==> src/rtl/l1a_check_pkg.sv <==
// Shared constants and types for the L1A check sequencer: error bit
// positions and the two-state sequencer enum.
package l1a_check_pkg;

   localparam int ERR_OVERFLOW = 0;
   localparam int ERR_TIMEOUT  = 1;
   localparam int ERR_SPURIOUS = 2;
   localparam int ERR_W        = 3;

   typedef enum logic {
      IDLE = 1'b0,
      RUN  = 1'b1
   } state_e;

endpackage

==> src/rtl/l1a_check_watchdog.sv <==
// Per-stage watchdog: counts cycles while enabled and flags the cycle on
// which the count would reach TIMEOUT, then starts over from zero.
module l1a_check_watchdog
#(
   parameter int TIMEOUT = 4000
)
(
   input  logic clk,
   input  logic reset,
   input  logic restart,
   input  logic enable,
   output logic expired
);

   localparam int TW = $clog2(TIMEOUT + 1);
   localparam logic [TW-1:0] LAST = TW'(TIMEOUT - 1);

   logic [TW-1:0] timer_q;
   logic [TW-1:0] timer_d;

   // Expiry clears the timer so a reloaded request gets a full window.
   always_comb begin
      expired = enable && !restart && (timer_q == LAST);
      timer_d = timer_q;
      if (restart || !enable || expired) begin
         timer_d = '0;
      end else begin
         timer_d = timer_q + TW'(1);
      end
   end

   always_ff @(posedge clk) begin
      if (reset) begin
         timer_q <= '0;
      end else begin
         timer_q <= timer_d;
      end
   end

endmodule

==> src/rtl/l1a_check_sequencer.sv <==
// L1A readout check sequencer: walks a one-hot start_check token across the
// ADC stages for each queued request, with sticky overflow/timeout/spurious flags.
module l1a_check_sequencer
   import l1a_check_pkg::*;
#(
   parameter int NUM_ADC     = 16,
   parameter int MAX_PENDING = 4,
   parameter int TIMEOUT     = 4000
)
(
   input  logic                               clk,
   input  logic                               reset,
   input  logic                               need_check,
   input  logic                               adc_done,
   input  logic                               err_clear,
   output logic [NUM_ADC-1:0]                 start_check,
   output logic                               check_in_progress,
   output logic [$clog2(MAX_PENDING+1)-1:0]   pending,
   output logic                               check_done,
   output logic [ERR_W-1:0]                   error
);

   localparam int PW = $clog2(MAX_PENDING + 1);
   localparam logic [PW-1:0] PMAX = PW'(MAX_PENDING);
   localparam logic [NUM_ADC-1:0] FIRST = NUM_ADC'(1);

   state_e             state_q, state_d;
   logic [NUM_ADC-1:0] start_check_q, start_check_d;
   logic               in_progress_q, in_progress_d;
   logic [PW-1:0]      pending_q, pending_d;
   logic               check_done_q, check_done_d;
   logic [ERR_W-1:0]   error_q, error_d;

   logic               run;
   logic               accept;
   logic               complete;
   logic               abort;
   logic               finish;
   logic [ERR_W-1:0]   err_event;

   assign run = (state_q == RUN);

   l1a_check_watchdog #(
      .TIMEOUT (TIMEOUT)
   ) u_watchdog (
      .clk     (clk),
      .reset   (reset),
      .restart (adc_done || !run),
      .enable  (run),
      .expired (abort)
   );

   always_comb begin
      accept   = need_check && (pending_q < PMAX);
      complete = run && adc_done && start_check_q[NUM_ADC-1];
      finish   = complete || abort;

      // A simultaneous accept and finish cancel out.
      pending_d = pending_q;
      if (accept && !finish) begin
         pending_d = pending_q + PW'(1);
      end else if (!accept && finish) begin
         pending_d = pending_q - PW'(1);
      end

      err_event               = '0;
      err_event[ERR_OVERFLOW] = need_check && !accept;
      err_event[ERR_TIMEOUT]  = abort;
      err_event[ERR_SPURIOUS] = !run && adc_done;

      state_d       = state_q;
      start_check_d = start_check_q;
      if (!run || finish) begin
         // Reload with no idle gap whenever work remains after this edge.
         if (pending_d != '0) begin
            state_d       = RUN;
            start_check_d = FIRST;
         end else begin
            state_d       = IDLE;
            start_check_d = '0;
         end
      end else if (adc_done) begin
         start_check_d = start_check_q << 1;
      end

      in_progress_d = (start_check_d != '0);
      check_done_d  = complete;
      error_d       = (err_clear ? '0 : error_q) | err_event;
   end

   always_ff @(posedge clk) begin
      if (reset) begin
         state_q       <= IDLE;
         start_check_q <= '0;
         in_progress_q <= 1'b0;
         pending_q     <= '0;
         check_done_q  <= 1'b0;
         error_q       <= '0;
      end else begin
         state_q       <= state_d;
         start_check_q <= start_check_d;
         in_progress_q <= in_progress_d;
         pending_q     <= pending_d;
         check_done_q  <= check_done_d;
         error_q       <= error_d;
      end
   end

   assign start_check       = start_check_q;
   assign check_in_progress = in_progress_q;
   assign pending           = pending_q;
   assign check_done        = check_done_q;
   assign error             = error_q;

endmodule

==> config.mk <==
export PLATFORM = sky130hd
export DESIGN_NAME = l1a_check_sequencer
export DESIGN_NICKNAME = d
export VERILOG_FILES = /design/src/rtl/l1a_check_pkg.sv /design/src/rtl/l1a_check_watchdog.sv /design/src/rtl/l1a_check_sequencer.sv
export SDC_FILE = /design/constraint.sdc
export NUM_CORES = 1
export LEC_CHECK = 0
export BUFFER_PORTS_ARGS = -buffer_cell sky130_fd_sc_hd__buf_4
export CAP_MARGIN = 20
export CORE_UTILIZATION = 49
export DETAILED_ROUTE_END_ITERATION = 12
export PLACE_DENSITY_LB_ADDON = 0.12
export SYNTH_ARGS = -nofsm -noshare
export SYNTH_HDL_FRONTEND = slang
export SYNTH_SLANG_ARGS = --single-unit
==> constraint.sdc <==
create_clock -name clk -period 2.2 [get_ports clk]
set_input_delay 0.33 -clock clk [delete_from_list [all_inputs] [get_ports clk]]
set_output_delay 0.33 -clock clk [all_outputs]
set_load 0.01 [all_outputs]
==> load_flow_metrics.sql <==
INSERT INTO impl_metrics (metric_group, metric, value, unit) VALUES
('critical_path', 'critical_path_max_stage_delay', '0.37', 'ns'),
('cts', 'reg_clk_slew_reported_paths', '0.11', 'ns'),
('floorplan', 'start_util', '0.5236', ''),
('flow_run', 'max_cap_violations', '0', ''),
('hold_path', 'hold_path.class', 'in2reg', ''),
('route', 'wire_per_inst', '12.20', 'microns'),
('route', 'routed_via_density', '5.307', ''),
('route', 'routedLengthMet1', '1366', 'microns'),
('yosys', 'syn-num-nets', '185', ''),
('yosys', 'flip_flop_and_latch_count_after_synthesis', '37', ''),
('sta', 'final_period_minus_worst_setup_slack', '2.012', 'ns'),
('floorplan', 'design.portCount', '29', ''),
('route', 'detail_route.first_pass.iterations', '4', ''),
('yosys', 'ys_warn_count', '0', ''),
('critical_path', 'crit_slowest_cell', 'sky130_fd_sc_hd__or3_1', ''),
('hold_path', 'worstHoldStart', 'reset', ''),
('cells_and_area', 'area.growth.synth_to_final', '21.35', '%'),
('floorplan', 'die-area', '3522', 'sq um'),
('critical_path', 'reg2reg_setup_slack', '0.19', 'ns'),
('critical_path', 'critical_path_peak_fanout', '5', ''),
('yosys', 'post_synth_inst_count', '177', ''),
('cells_and_area', 'final_cell_mix', 'sky130_fd_sc_hd__dfxtp_1 (37), sky130_fd_sc_hd__buf_4 (32), sky130_fd_sc_hd__nor2_1 (31)', ''),
('placed_design', 'place.gp.congestion', '0.9295', ''),
('floorplan', 'die_w', '59.35', 'microns'),
('route', 'routed_wirelength', '3099', 'microns'),
('run_status', 'status', 'finished clean', ''),
('sta', 'totalNegativeSetupSlack', '0', 'ns'),
('yosys', 'postSynthAreaPerCell', '9.105', 'sq um'),
('sta', 'slew-limit-headroom', '0.7575', ''),
('hold_path', 'hold-path-cell-count', '2', ''),
('sta', 'report.final.setup_viol', '0', ''),
('critical_path', 'timing.setup.critical_path_class', 'reg2reg', ''),
('cells_and_area', 'utilization', '0.6354', ''),
('cts', 'cts_post_setup_buffers_inserted', '0', ''),
('route', 'post-route-drc-count', '0', ''),
('critical_path', 'critical-path-top-delay-family', 'simple AND/OR/NAND/NOR gates', ''),
('cells_and_area', 'sequential_cell_area', '740.7', 'sq um'),
('route', 'antenna_violating_nets_post_route', '0', ''),
('critical_path', 'critical_path.cell_chain', 'ha_1, and4_1, and4_4, or3_1, buf_4, a21boi_0, a221oi_1', ''),
('yosys', 'synth-seq-area-share', '0.4596', ''),
('sta', 'finalCritPeriodShare', '0.9144', ''),
('sta', 'clock-skew-final', '0.003200', 'ns'),
('cts', 'clk_root_buffer_cell', 'sky130_fd_sc_hd__clkbuf_4', ''),
('sta', 'clock.fmax', '497.1', 'MHz'),
('route', 'route.met3.wl', '208', 'microns'),
('placed_design', 'buffer_ports.inserted', '28', ''),
('cts', 'cts_resized', '0', ''),
('global_route', 'antenna_found_initial', '0', ''),
('global_route', 'grt_pass1_wl', '5333', 'microns'),
('cts', 'cts-buffers-inserted', '5', ''),
('sta', 'timing.final.max_slew_violations', '0', ''),
('cts', 'tritoncts_clock_tree', 'yes', ''),
('cells_and_area', 'layout_commonest_cell', 'sky130_fd_sc_hd__dfxtp_1', ''),
('sta', 'final_hold_fails', '0', ''),
('hold_path', 'worst_hold_path.endpoint', 'error[0]', ''),
('global_route', 'grt_pass1_vias', '1235', ''),
('yosys', 'synth.distinct_cells', '39', ''),
('critical_path', 'cp.required', '2.45', 'ns'),
('yosys', 'syn-cell-area', '1612', 'sq um'),
('cells_and_area', 'antenna_cells_inserted', '0', ''),
('floorplan', 'core', '3078', 'sq um'),
('sta', 'rsz0062_at_grt', 'no', ''),
('cts', 'clockBufferDepth', '2', ''),
('route', 'maxUsedRoutingLayer', 'met4', ''),
('cells_and_area', 'nNetsFinal', '217', ''),
('floorplan', 'placementRows', '20', ''),
('cts', 'clock-sinks', '37', ''),
('critical_path', 'reg2reg_to', 'pending[1]', ''),
('cells_and_area', 'nFillCells', '274', ''),
('placed_design', 'post-dp-hpwl', '2260', 'microns'),
('power', 'static-leakage-power', '0.8159', 'nW');
cell type report:
cell class / instances / share of cell area
clock buffers: 7 / 0.02815
clock inverters: 1 / 0.01536
inverters: 2 / 0.003839
multi-input cells: 131 / 0.4229
flip-flops and latches: 37 / 0.3788
well taps: 44 / 0.02815
repair buffers: 32 / 0.1228
how the worst max path moves through the flow:
stage | startpoint | end | slack (ns) | depth (start not counted)
detailed placement | u_watchdog.timer_q[0] | check_in_progress | 0.20 | 7
floorplan | u_watchdog.timer_q[0] | check_in_progress | 0.08 | 9
global placement | u_watchdog.timer_q[0] | check_in_progress | 0.24 | 7
global route | u_watchdog.timer_q[0] | start_check[0] | 0.02 | 7
finish | u_watchdog.timer_q[0] | pending[1] | 0.19 | 7
CTS | u_watchdog.timer_q[0] | start_check[0] | 0.18 | 7
synth_stat cells:
cell type,instances,share of area
sky130_fd_sc_hd__a211oi_1,1,0.0047
sky130_fd_sc_hd__a211oi_2,1,0.0078
sky130_fd_sc_hd__a21boi_0,2,0.0093
sky130_fd_sc_hd__a21o_2,1,0.0054
sky130_fd_sc_hd__a21oi_1,7,0.022
sky130_fd_sc_hd__a221oi_1,1,0.0054
sky130_fd_sc_hd__a32oi_1,1,0.0054
sky130_fd_sc_hd__and3_1,5,0.019
sky130_fd_sc_hd__and3_2,1,0.0047
sky130_fd_sc_hd__and4_1,1,0.0054
sky130_fd_sc_hd__and4_4,1,0.0070
sky130_fd_sc_hd__and4bb_4,1,0.010
sky130_fd_sc_hd__buf_1,1,0.0023
sky130_fd_sc_hd__buf_2,2,0.0062
sky130_fd_sc_hd__buf_6,1,0.0070
sky130_fd_sc_hd__clkbuf_1,3,0.0070
sky130_fd_sc_hd__dfxtp_1,37,0.46
sky130_fd_sc_hd__ha_1,3,0.023
sky130_fd_sc_hd__inv_1,2,0.0047
sky130_fd_sc_hd__mux2i_1,14,0.087
sky130_fd_sc_hd__nand2_1,13,0.030
sky130_fd_sc_hd__nand2b_1,9,0.035
sky130_fd_sc_hd__nand3_1,9,0.028
sky130_fd_sc_hd__nand4_1,3,0.012
sky130_fd_sc_hd__nor2_1,31,0.072
sky130_fd_sc_hd__nor2b_1,1,0.0039
sky130_fd_sc_hd__nor3_1,1,0.0031
sky130_fd_sc_hd__nor4_1,3,0.012
sky130_fd_sc_hd__o211ai_1,2,0.0093
sky130_fd_sc_hd__o21ai_0,2,0.0062
sky130_fd_sc_hd__o21ai_1,1,0.0031
sky130_fd_sc_hd__o21ba_2,1,0.0062
sky130_fd_sc_hd__o22a_1,1,0.0054
sky130_fd_sc_hd__o22ai_1,1,0.0039
sky130_fd_sc_hd__or2_2,1,0.0039
sky130_fd_sc_hd__or3_1,1,0.0039
sky130_fd_sc_hd__or4_1,1,0.0047
sky130_fd_sc_hd__xnor2_1,4,0.022
sky130_fd_sc_hd__xor2_1,6,0.033
power by group:
part           internal [mW]  total (mW)  switching (mW)
combinational         0.0667       0.140          0.0731
clock                  0.271       0.491           0.219
sequential             0.686       0.704          0.0179
total                   1.02        1.33           0.310
per-layer routing:
| layer | vias to the layer above | global-route usage |
|---|---|---|
| met5 | - | 0 |
| met4 | 0 | 0.07143 |
| met3 | 6 | 0.06769 |
| met2 | 43 | 0.3403 |
| met1 | 623 | 0.2371 |
| li1 | 676 | - |
cell families (layout without fill, tap and decap cells):
logic type / Yosys count / count (layout) / synth area share
mux: 14 / 14 / 0.08695
xor+xnor: 10 / 10 / 0.05435
simple gates: 82 / 82 / 0.2547
flops: 37 / 37 / 0.4596
fa+ha+maj: 3 / 3 / 0.02329
compound gates: 22 / 22 / 0.09394
buf+inv: 9 / 42 / 0.02717
registers in the layout, summed over array words and instances, names as in the netlist:
signal,cells
start_check,16
u_watchdog.timer_q,12
error,3
pending,3
check_done,1
check_in_progress,1
run,1
metrics by stage:
step                      hold WS [ns]  std cells  worst slack, ns  area [sq um]  total power, mW
after floorplan                 0.4298        177          0.08190          1612           0.8083
after global placement          0.4440        246           0.2448          1871           0.8548
after detailed placement        0.4620        246           0.2013          1871           0.8581
after CTS                       0.2322        254           0.1826          1956            1.348
after global routing            0.2436        254          0.02010          1956            1.399
final                           0.2439        254           0.1883          1956            1.334
(Power assumes the default switching activity.)
